**src/rtl/conv_tile_controller_if.sv**
```systemverilog
// Operand load port: byte writes into the tile register file.
// master drives ld_valid/ld_addr/ld_data, slave returns ld_ready.
interface conv_tile_controller_if;
  logic       ld_valid;
  logic       ld_ready;
  logic [4:0] ld_addr;
  logic [7:0] ld_data;

  modport master (
    output ld_valid,
    output ld_addr,
    output ld_data,
    input  ld_ready
  );

  modport slave (
    input  ld_valid,
    input  ld_addr,
    input  ld_data,
    output ld_ready
  );
endinterface

```
**src/rtl/conv_tile_controller.sv**
```systemverilog
// conv_tile_controller: sequencer for the 3x3 systolic conv array.
// Holds image/filter bytes, resets the array, waits LATENCY, captures.
// Ports: clk, rst (async, active-low), ld (load port, slave),
//   start/busy/done, result[31:0],
//   arr_rst/arr_img[127:0]/arr_flt[71:0] to the array, arr_out[31:0].
// Optional: LOAD_CHECK_EN gates start on all 25 operands written.
module conv_tile_controller #(
  parameter int RST_CYC = 2,
  parameter int LATENCY = 12
) (
  input  logic                         clk,
  input  logic                         rst,
  conv_tile_controller_if.slave        ld,
  input  logic                         start,
  output logic                         busy,
  output logic                         done,
  output logic [31:0]                  result,
  output logic                         arr_rst,
  output logic [127:0]                 arr_img,
  output logic [71:0]                  arr_flt,
  input  logic [31:0]                  arr_out
);

  typedef enum logic [1:0] {
    IDLE,
    ARST,
    RUN,
    CAPT
  } state_t;

  localparam logic [4:0] RST_LD = 5'(RST_CYC - 1);
  localparam logic [4:0] LAT_LD = 5'(LATENCY - 1);

  state_t       st;
  logic [4:0]   cnt;
  logic         rdy_q;
  logic [127:0] img_q;
  logic [71:0]  flt_q;
  logic         wr;
  logic         wr_img;
  logic         wr_flt;
  logic         go;

  assign ld.ld_ready = rdy_q;
  assign arr_img     = img_q;
  assign arr_flt     = flt_q;
  assign wr          = ld.ld_valid && rdy_q;

  // Addresses 25..31 fall through to default: acked, dropped.
  always_comb begin
    wr_img = 1'b0;
    wr_flt = 1'b0;
    unique case (1'b1)
      (wr && !ld.ld_addr[4]):
        wr_img = 1'b1;
      (wr && ld.ld_addr[4] && (ld.ld_addr <= 5'd24)):
        wr_flt = 1'b1;
      default: ;
    endcase
  end

`ifdef LOAD_CHECK_EN
  logic [24:0] mask_q;

  assign go = start && (&mask_q);

  always_ff @(posedge clk or negedge rst) begin
    if (!rst) begin
      mask_q <= '0;
    end else if (st == CAPT) begin
      mask_q <= '0;
    end else if (wr_img || wr_flt) begin
      mask_q[ld.ld_addr] <= 1'b1;
    end
  end
`else
  assign go = start;
`endif

  always_ff @(posedge clk or negedge rst) begin
    if (!rst) begin
      img_q <= '0;
      flt_q <= '0;
    end else begin
      if (wr_img)
        img_q[{ld.ld_addr[3:0], 3'b000} +: 8] <= ld.ld_data;
      if (wr_flt)
        flt_q[{ld.ld_addr[3:0], 3'b000} +: 8] <= ld.ld_data;
    end
  end

  // Outputs are registered alongside the state so each
  // reflects the state it belongs to in the same cycle.
  always_ff @(posedge clk or negedge rst) begin
    if (!rst) begin
      st      <= IDLE;
      cnt     <= '0;
      rdy_q   <= 1'b1;
      busy    <= 1'b0;
      done    <= 1'b0;
      arr_rst <= 1'b1;
      result  <= '0;
    end else begin
      unique case (st)
        IDLE: begin
          if (go) begin
            st      <= ARST;
            cnt     <= RST_LD;
            rdy_q   <= 1'b0;
            busy    <= 1'b1;
            arr_rst <= 1'b1;
          end
        end
        ARST: begin
          if (cnt == 5'd0) begin
            st      <= RUN;
            cnt     <= LAT_LD;
            arr_rst <= 1'b0;
          end else begin
            cnt <= cnt - 5'd1;
          end
        end
        RUN: begin
          // Capture on entry so result is valid during CAPT.
          if (cnt == 5'd0) begin
            st     <= CAPT;
            result <= arr_out;
            done   <= 1'b1;
          end else begin
            cnt <= cnt - 5'd1;
          end
        end
        CAPT: begin
          st      <= IDLE;
          done    <= 1'b0;
          busy    <= 1'b0;
          rdy_q   <= 1'b1;
          arr_rst <= 1'b1;
        end
        default: begin
          st <= IDLE;
        end
      endcase
    end
  end

endmodule
```
**src/flat_wrapper.sv**
```systemverilog
// flat-port wrapper written by rule: the top's interface ports become plain ports
module conv_tile_controller_flat 
#(
  parameter int RST_CYC = 2,
  parameter int LATENCY = 12
)
  (clk, rst, start, busy, done, result, arr_rst, arr_img, arr_flt, arr_out, ld_ld_valid, ld_ld_addr, ld_ld_data, ld_ld_ready);
  conv_tile_controller_if ld_i ();
  input  logic clk;
  input  logic rst;
  input  logic start;
  output logic busy;
  output logic done;
  output logic [31:0] result;
  output logic arr_rst;
  output logic [127:0] arr_img;
  output logic [71:0] arr_flt;
  input  logic [31:0] arr_out;
  input wire logic [$bits(ld_i.ld_valid)-1:0] ld_ld_valid;
  input wire logic [$bits(ld_i.ld_addr)-1:0] ld_ld_addr;
  input wire logic [$bits(ld_i.ld_data)-1:0] ld_ld_data;
  output wire logic [$bits(ld_i.ld_ready)-1:0] ld_ld_ready;
  assign ld_i.ld_valid = ld_ld_valid;
  assign ld_i.ld_addr = ld_ld_addr;
  assign ld_i.ld_data = ld_ld_data;
  assign ld_ld_ready = ld_i.ld_ready;
  conv_tile_controller #(.RST_CYC(RST_CYC), .LATENCY(LATENCY)) u_core (.clk(clk), .rst(rst), .ld(ld_i), .start(start), .busy(busy), .done(done), .result(result), .arr_rst(arr_rst), .arr_img(arr_img), .arr_flt(arr_flt), .arr_out(arr_out));
endmodule
```
**config.mk**
```make
export PLATFORM = sky130hd
export DESIGN_NAME = conv_tile_controller_flat
export DESIGN_NICKNAME = d
export VERILOG_FILES = /design/src/rtl/conv_tile_controller_if.sv /design/src/rtl/conv_tile_controller.sv /design/src/flat_wrapper.sv
export SDC_FILE = /design/constraint.sdc
export NUM_CORES = 1
export LEC_CHECK = 0
export ABC_CLOCK_PERIOD_IN_PS = 3600
export BUFFER_PORTS_ARGS = -buffer_cell sky130_fd_sc_hd__buf_4
export CORE_MARGIN = 2
export CORE_UTILIZATION = 45
export CTS_BUF_LIST = sky130_fd_sc_hd__clkbuf_16
export CTS_CLUSTER_DIAMETER = 40
export DETAILED_ROUTE_END_ITERATION = 8
export HOLD_SLACK_MARGIN = 0.08
export PLACE_DENSITY = 0.76
export SKIP_CTS_REPAIR_TIMING = 1
export SLEW_MARGIN = 10
export SYNTH_ARGS = -nofsm -noshare
export SYNTH_HDL_FRONTEND = slang
export SYNTH_SLANG_ARGS = --single-unit
```
**constraint.sdc**
```tcl
create_clock -name clk -period 3.6 [get_ports clk]
set_input_delay 0 -clock clk [delete_from_list [all_inputs] [get_ports clk]]
set_output_delay 0 -clock clk [all_outputs]
set_load 0.05 [all_outputs]
```
* Word-level counts from Yosys, hierarchy flattened
Cells that the tools add are included.
Operators by class: multipliers 0, shift operators 4, eq/ne operators 7, bitwise logic cells 0, mux-type cells 20, reduce and logical (&&, ||, !) cells 17, order comparisons 1, div/mod/pow operators 0, $add $sub $neg 2
Operators with widths (count):
- 128-bit bitwise mux | 1
- 8-bit by 9-bit variable shift with 128-bit output, first input constant | 1
- 8-bit by 9-bit indexed part select with 128-bit output | 1
- 72-bit bitwise mux | 1
- 8-bit by 9-bit variable shift with 72-bit output, first input constant | 1
- 8-bit by 9-bit indexed part select with 72-bit output | 1
- 5-bit two-way mux | 3
- 5-bit one-hot mux with 3 select lines | 1
- 7-bit negator with 9-bit output | 1
- 3-bit AND reduction | 3
- 2-bit one-hot mux with 4 select lines | 1
- 1-bit two-way mux | 6
- 2-bit two-way mux | 3
- 1-bit one-hot mux with 2 select lines | 3
- 2-bit AND reduction | 3
- 3-bit nonzero test | 2
- 5-bit less-or-equal comparator, second input constant | 1
- 5-bit zero test | 1
- 5-bit by 1-bit subtractor with 5-bit output, second input constant | 1
- 2-bit == test, second input constant | 2
- 1-bit logical AND | 4
- 2-bit by 1-bit inequality test with 1-bit output, second input constant | 2
- 2-bit inequality test, second input constant | 2
- 2-bit nonzero test | 2
- other kinds (4) | 4
Word-level totals: input bits 49, output and inout bits 236, ROM bits 0, memories kept 0, bits in registers 243, word-level logic and storage cells 60, bits in writable memories 0, latch bits 0

* Longest topological paths before layout
Gate-level depths: netlist of run 1.
depth in word-level cells 4, depth in mapped cells 8, depth with buffers taken out 6

* Worst setup path after synthesis of run 1
Ideal clock, no wire load.
path type flip-flop to flip-flop, start register u_core.rdy_q, in the netlist u_core.ld.ld_ready, end register u_core.flt_q[32], in the netlist u_core.arr_flt[32], setup time 125 ps, clock period less this slack 2140 ps, stages on the path, launching flop included 7, data required time 3475 ps, data arrival time 2015 ps, buffers on the path 2, slack 1460 ps, cells stage by stage dfstp_2 and3_1 buf_2 nor2b_1 and4_1 buf_2 mux2_2
Between the ends: cells in the longest elaborated chain, start to end 4
RTL lines:
- start, declared | line conv_tile_controller.sv:36 | logic rdy_q;
- start signal, assigned | line conv_tile_controller.sv:98 | rdy_q <= 1'b1;
- start signal, assigned | line conv_tile_controller.sv:109 | rdy_q <= 1'b0;
- start signal, assigned | line conv_tile_controller.sv:137 | rdy_q <= 1'b1;
- 1-bit logical AND | line conv_tile_controller.sv:47 | assign wr = ld.ld_valid && rdy_q;
- 1-bit logical AND (2 in series) | line conv_tile_controller.sv:56 | (wr && ld.ld_addr[4] && (ld.ld_addr <= 5'd24)):
- 1-bit two-way mux | line conv_tile_controller.sv:53 | unique case (1'b1)
- end signal, assigned by index | line conv_tile_controller.sv:88 | flt_q[{ld.ld_addr[3:0], 3'b000} +: 8] <= ld.ld_data;
- end, declared | line conv_tile_controller.sv:38 | logic [71:0] flt_q;
No other way between the ends. A chain may end at the register's enable or synchronous reset.

* Worst setup path in the final report of run 1
start register u_core.rdy_q, in the netlist u_core.ld.ld_ready, end register u_core.flt_q[33], in the netlist u_core.arr_flt[33]
Same word-level chain as after synthesis.

==> summary.txt, run 1 <==
Outcome
  – Status: complete, no violations

Global routing
  – Vias in the first global route: 6,793
  – Total gr overflow: 0
  – First-pass GRT wire length: 39,600 um
  – GRT Util Overall: 21.6%
  – Largest net degree at the start of global routing: 115
  – Initial antenna violation count: 0

Synth
  – Most used DFF post-synth: dfrtp_1
  – Seq/Total Area, Yosys: between 60 and 70%
  – YS warnings: 0
  – Post-synthesis cell type count: 48
  – Post-Syn Area: 9870 um^2
  – EDFF count, synth: 0
  – Synth async-reset ratio: 100%
  – Register bit total from synthesis: 243
  – Mapped Nets: 705
  – Post-Synthesis Cells: 647
  – Avg Cell Area, Syn: 15.2 um^2

Drt
  – WL per Instance: just over 20 um
  – Residual DRC: 0
  – Detail Route Antenna Nets: 0
  – DRT Wirelength: approximately 26,000 um
  – Vias per inst: between 5 and 6
  – Drt pass-1 iters: 4
  – DR iter-0 viols: 259
  – Vias: ~6,700

CTS
  – Sink Count: 243
  – H-tree depth: 1
  – Inserted Clock Buffers: 29
  – Max Buffers Root-to-Sink: 3
  – Clk slew on worst S/H paths: 0.06 ns
  – CTS tree: done
  – Clock Latency Late Sink: 0.54 ns
  – CTS root buffer: clkbuf_16

Floorplan
  – Initial Utilization: 45.5%
  – Die Ht: 152 um
  – Row Count: 54
  – Horiz. Die Dim: 152 um
  – Ports: 285
  – Die area: 23,100 um^2
  – Core Footprint: 21,700 um^2

Timing
  – Hold_ws: 0.0875 ns
  – Final slew viol count: 0
  – Number of hold violations in the final report: 0
  – Fmax achieved: 429 MHz
  – Slew HR: between 30 and 40%
  – # setup viols final: 0
  – Worst-Margin Slew: 0.951 ns
  – Min Tclk post-route: 2.33 ns
  – Max Clock Skew: 0.0226 ns
  – Setup TNS: 0 ns
  – RSZ-0062 raised after global routing: no
  – Tcrit/Tclk final: about 65%

Worst setup path
  – Crit-path max FO: 8
  – WP data required: ~4.0 ns
  – WS Path Type: register to register
  – Crit-path cells: and3_1 > nor2b_1 > and4_1 > mux2_2
  – Worst Setup End Kind: register
  – Worst path max stage delay: about 0.6 ns
  – Slowest cell on crit path: dfstp_2
  – Worst path arrival time: 2.73 ns
  – Critical Path Source Type: register

Final layout
  – Final #Nets: around 1,000
  – Design area: 13,600 um^2
  – Post-Route Utilization: a little over three fifths
  – Area Overhead vs Synth: 38.3%
  – # diodes: 0
  – Layout cells sized above 1: 58.0%

Place
  – # port buffers: around 280
  – GPL Wtd Cong: 0.882
  – Placed Area: roughly 12,000 um^2
  – Final HPWL DP: 17,600 um

Min path
  – Hold crit path type: input port to register

Pwr
  – PwrDens: 707 nW/um^2
  – Leakage: about 7.1 nW
  – VDD IR-drop max: 0.000672 V
  – Pwr Total: just under 10 mW

Flow run
  – Total of max-cap violations: 0
## cells by family (layout without fill, tap and decap cells)
family	after synthesis	after routing	share of synthesized area, %
flip-flops	243	243	61.7
multiplexers	234	234	26.7
AND/OR/NAND/NOR	101	101	6.89
AO/OA/AOI/OAI	29	29	2.19
buffers and inverters	29	392	1.15
adder cells (fa/ha/maj)	9	9	1.14
XOR/XNOR	2	2	0.254
## through the flow
| stage | worst slack (ns) | std cells |
|---|---|---|
| after floorplan | 1.46 | 647 |
| after global placement | 1.23 | 1193 |
| after detailed placement | 1.13 | 1193 |
| after CTS | 1.26 | 1246 |
| after global routing | 1.13 | 1290 |
| final | 1.27 | 1290 |
## final cells by class
cell class | instances | area (um^2)
tap | 280 | 350
clock buffer | 29 | 726
fill | 1646 | 8040
multi-input combinational | 375 | 3670
timing repair buffer | 331 | 2620
clock inverter | 24 | 171
inverter | 8 | 30.0
sequential | 243 | 6080
## layout by cell type (no fill, tap or decap), types with 4 or more instances in the layout
cell type,count
nand3_2,6
mux2_2,227
nor2_1,11
o21ai_0,8
ha_1,9
mux2_1,7
nand2_1,10
a21oi_1,7
inv_1,16
nand4_1,5
nand3_1,4
nor2b_1,21
dfrtp_1,241
clkbuf_16,29
dlygate4sd3_1,44
nor2_2,4
and2_1,8
and3_1,10
nor2_4,4
clkinv_4,5
buf_4,285
## registers in the layout, summed over array words and instances, names as in the netlist
signal and cells:
u_core.arr_flt 72, u_core.ld.ld_ready 1, u_core.arr_img 128, u_core.arr_rst 1, u_core.busy 1, u_core.result 32
u_core.done 1, u_core.st 2, u_core.cnt 5
## synth_stat cells, types with 2 or more instances
cell type	n	area share [%]
clkbuf_1	17	0.65
or3_1	2	0.13
nand2_1	10	0.38
and2_1	8	0.51
mux2_2	227	26
nand2b_1	3	0.19
o31ai_1	3	0.23
nand4_1	5	0.32
dfstp_2	2	0.53
ha_1	9	1.1
nor2_2	4	0.25
inv_1	8	0.30
nand3_1	4	0.20
nor2_1	11	0.42
mux2_1	7	0.80
nand3_2	6	0.61
a21oi_1	7	0.36
nand3b_1	2	0.15
dfrtp_1	241	61
buf_2	4	0.20
o21ai_0	8	0.41
nor2b_1	21	1.3
nor2_4	4	0.46
and3_1	10	0.63
## worst max-delay path, delay by kind of cell (launching register included)
family	cells	cell delay, ns
mux	1	0.39
simple gates	3	1.22
flops	1	0.59
## worst paths after layout
check | from | endpoint | slack (ns) | cells after the start
max | u_core.ld.ld_ready$_DFFE_PN1P_ | u_core.arr_flt[33]$_DFFE_PN0P_ | 1.27 | 4
min | ld_ld_addr[3] | u_core.arr_img[98]$_DFFE_PN0P_ | 0.09 | 3
max reg2reg | u_core.ld.ld_ready$_DFFE_PN1P_ | u_core.arr_flt[33]$_DFFE_PN0P_ | 1.27 | 4
min reg2reg | u_core.arr_img[14]$_DFFE_PN0P_ | u_core.arr_img[14]$_DFFE_PN0P_ | 0.49 | 1
max in group asynchronous | rst | u_core.arr_flt[49]$_DFFE_PN0P_ | 1.75 | 4
min in group asynchronous | rst | u_core.arr_flt[53]$_DFFE_PN0P_ | 0.55 | 3
## layer usage
layer  vias up  GRT usage [%]  routed length (um)
li1       2981              -                   -
met1      3402           28.9               11100
met2       247           34.9               12600
met3        45           6.62                1860
met4         0           4.94                 609
met5         -              0                   0
## report_power, final
part / internal (mW) / switching, mW
sequential: 3.21 / 0.271
clock: 1.55 / 1.14
combinational: 1.15 / 2.32
(Power assumes the default switching activity.)
==> inputs of run 2 (changes only) <==
Settings changed: ABC_AREA from default to 1, ABC_CLOCK_PERIOD_IN_PS 3600 to 2100, PLACE_DENSITY 0.76 to 0.78.
Clock period 3.6 ns to 2.1 ns, I/O delays scaled along.
==> summary.txt, run 2 <==
Outcome
  – Status: complete, no violations

Synth
  – YS warnings: 0 (unchanged)
  – Mapped Nets: 1,212 (+72%)
  – Synth area leaders: dfrtp_1 59%, nand2_1 18%, nand4_1 6.0%
  – Count leader, synth: nand2_1
  – Register bit total from synthesis: 243 (unchanged)
  – Post-Synthesis Cells: 1,154 (+78%)
  – Avg Cell Area, Syn: 8.88 um^2 (-42%)
  – Post-Syn Area: 10,200 um^2 (+3.9%)
  – Seq/Total Area, Yosys: 59.4% (-2.3 points)
  – EDFF count, synth: 0 (unchanged)
  – Most area-hungry cell type in the Yosys netlist: dfrtp_1
  – Top cells by count, synth: 495 x nand2_1, 241 x dfrtp_1, 98 x nand4_1, 78 x nand3_1, 39 x o21ai_0
  – Yosys top cell area share: 58.9% (-2.3 points)
  – Post-synthesis cell type count: 29 (-40%)
  – Most used DFF post-synth: dfrtp_1
  – Synth async-reset ratio: 100% (unchanged)

CTS
  – CTS tree: done
  – Max Buffers Root-to-Sink: 3 (unchanged)
  – Clk slew on worst S/H paths: 0.06 ns (about the same)
  – CTS root buffer: clkbuf_16
  – H-tree depth: 2 (+1)
  – Inserted Clock Buffers: 37 (+28%)
  – Sink Count: 243 (unchanged)
  – Clock Latency Late Sink: 0.51 ns (-0.03 ns)

Worst setup path
  – WS Path Type: input port to register
  – Slack of the worst reg-to-reg path: 0.13 ns (-1.14 ns)
  – Crit path max-delay family: buffers and inverters
  – Crit-path most repeated cell: nand2_1
  – Buf+Inv Stages, Crit Path: 4 (+4)
  – Critical Path Source Type: input port
  – Worst path arrival time: 2.44 ns (-0.29 ns)
  – Worst Setup End Kind: register
  – Worst path max stage delay: 0.57 ns (-0.02 ns)
  – R2R cell count: 6 (+2)
  – Stages on the worst setup path: 10 (+6)
  – Crit-path cells: buf_4 > dlygate4sd3_1 > nand2_1 > nand2_4 > nand2_1 > nor2_4 > buf_4 > nand4_1 > dlygate4sd3_1 > nand2_1
  – WP data required: 2.54 ns (-1.46 ns)
  – Slowest cell on crit path: dlygate4sd3_1
  – Crit-path max FO: 23 (+15)

Drt
  – Residual DRC: 0 (unchanged)
  – Vias: 9,714 (+46%)
  – DRT Wirelength: 32,800 um (+26%)
  – WL per Instance: 18.0 um (-11%)
  – Vias per inst: 5.33 (+3.1%)
  – Detail Route Antenna Nets: 0 (unchanged)
  – DR iter-0 viols: 827 (+220%)
  – Drt pass-1 iters: 5 (+1)

Place
  – Placed Area: 12,800 um^2 (+4.3%)
  – Final HPWL DP: 22,400 um (+27%)
  – GPL Wtd Cong: 0.934 (+5.9%)
  – # port buffers: 284 (unchanged)

Timing
  – Final slew viol count: 0 (unchanged)
  – # setup viols final: 0 (unchanged)
  – RSZ-0062 raised after global routing: no
  – Fmax achieved: 502 MHz
  – Worst-Margin Slew: 0.629 ns (-0.321 ns)
  – Tcrit/Tclk final: 94.9%
  – Slew HR: 58.0% (+21 points)
  – Number of hold violations in the final report: 0 (unchanged)
  – Max Clock Skew: 0.0162 ns (-0.00645 ns)
  – Min Tclk post-route: 1.99 ns

Min path
  – Hold crit path type: input port to register
  – Hold depth: 4 (+1)

Global routing
  – Total gr overflow: 0 (unchanged)
  – Initial antenna violation count: 0 (unchanged)
  – Vias in the first global route: 9,090 (+34%)
  – Largest net degree at the start of global routing: 79 (-31%)
  – GRT Util Overall: 25.9% (+4.3 points)
  – First-pass GRT wire length: 48,900 um (+24%)

Floorplan
  – Initial Utilization: 45.5% (about the same)
  – Die area: 24,000 um^2 (+3.8%)
  – Die Ht: 155 um (+1.9%)
  – Row Count: 55 (+1.9%)
  – Core Footprint: 22,500 um^2 (+3.8%)
  – Horiz. Die Dim: 155 um (+1.9%)
  – Ports: 285 (unchanged)

Final layout
  – Commonest cells after routing, fill and taps aside: 494 x nand2_1, 329 x buf_4, 241 x dfrtp_1
  – Final #Nets: 1,567 (+50%)
  – Layout cells sized above 1: 27.8% (-30 points)
  – # diodes: 0 (unchanged)
  – Commonest non-fill, non-tap cell in the layout: nand2_1
  – Max reg flops: 128 (unchanged)
  – Design area: 14,600 um^2 (+6.7%)
  – Area Overhead vs Synth: 42.1%

Pwr
  – VDD IR-drop max: 0.00121 V (+80%)
  – Leakage: 7.90 nW (+12%)
  – Net Sw Frac: 41.1% (+2.3 points)
  – Reg power frac: 32.4% (-3.7 points)
  – Clock Power Share: 31.9% (+4.0 points)
  – Logic pwr share: 35.7% (-0.3 points)
  – PwrDens: 1310 nW/um^2 (+86%)
  – Design internal power: 11.3 mW (+91%)
  – P_sw: 7.85 mW (+110%)
  – Pwr Total: 19.1 mW (+98%)

Flow run
  – Total of max-cap violations: 0 (unchanged)
[run 2: per-stage QoR]
step | instances | setup TNS, ns | hold slack (ns) | setup slack (ns) | utilization, %
2_1_floorplan | 1154 | 0 | -0.296 | 0.292 | -
3_3_place_gp | 1708 | 0 | 0.0288 | 0.0687 | 57.1
3_5_place_dp | 1708 | -0.178 | 0.0343 | -0.0344 | 57.1
4_1_cts | 1774 | -0.0381 | -0.499 | -0.0262 | 62.6
5_1_grt | 1821 | 0 | 0.0808 | 0.0245 | 64.7
6_report | 1821 | 0 | 0.0668 | 0.108 | 64.7
[run 2: per-layer routing]
layer  GRT usage [%]  vias up  part of all wire [%]
li1                -     4526                     -
met5               0        -                     0
met4            10.0        0                   2.8
met1            33.1     4646                    39
met3            7.35       65                   9.9
met2            41.9      477                    48
[run 2: final cells by class]
type	count	area (um^2)
clock buffers	39	976
clock inverters	27	267
fillers	1754	7940
inverters	36	139
multi-input cells	810	3710
flip-flops and latches	243	6080
well taps	285	357
repair buffers	380	3030
repair inverters	1	5.00
[run 2: final timing paths]
check,to,startpoint
setup / recovery,u_core.arr_img[52]$_DFFE_PN0P_,ld_ld_addr[2]
hold / removal,u_core.arr_flt[8]$_DFFE_PN0P_,ld_ld_addr[3]
setup reg to reg,u_core.arr_flt[34]$_DFFE_PN0P_,u_core.ld.ld_ready$_DFFE_PN1P_
hold reg to reg,u_core.arr_img[83]$_DFFE_PN0P_,u_core.arr_img[83]$_DFFE_PN0P_
max in group asynchronous,u_core.arr_rst$_DFFE_PN1P_,rst
min in group asynchronous,u_core.arr_img[80]$_DFFE_PN0P_,rst
[run 2: cell families (layout without fill, tap and decap cells)]
family	after synthesis	in the layout	share of synthesized area, %
xor+xnor	2	2	0.244
fa+ha+maj	9	9	1.10
compound gates	78	78	4.15
buf+inv	101	483	4.65
flops	243	243	59.4
simple gates	721	721	30.5
[run 2: worst register-to-register path, stage by stage, from the launching register on]
cell and delay (ns):
dfstp_2 0.59, nand3_1 0.14, a21oi_4 0.24, buf_12 0.27, nand3_1 0.37, nand2_1 0.17, nand2_1 0.07
[run 2: power by group through the flow]
stage	combinational, mW	sequential (mW)	clock [mW]
floorplan	1.79	8.89	0
global placement	6.59	6.22	0
detailed placement	6.72	6.21	0
CTS	6.72	6.18	6.18
global route	7.26	6.27	6.39
finish	6.81	6.19	6.09
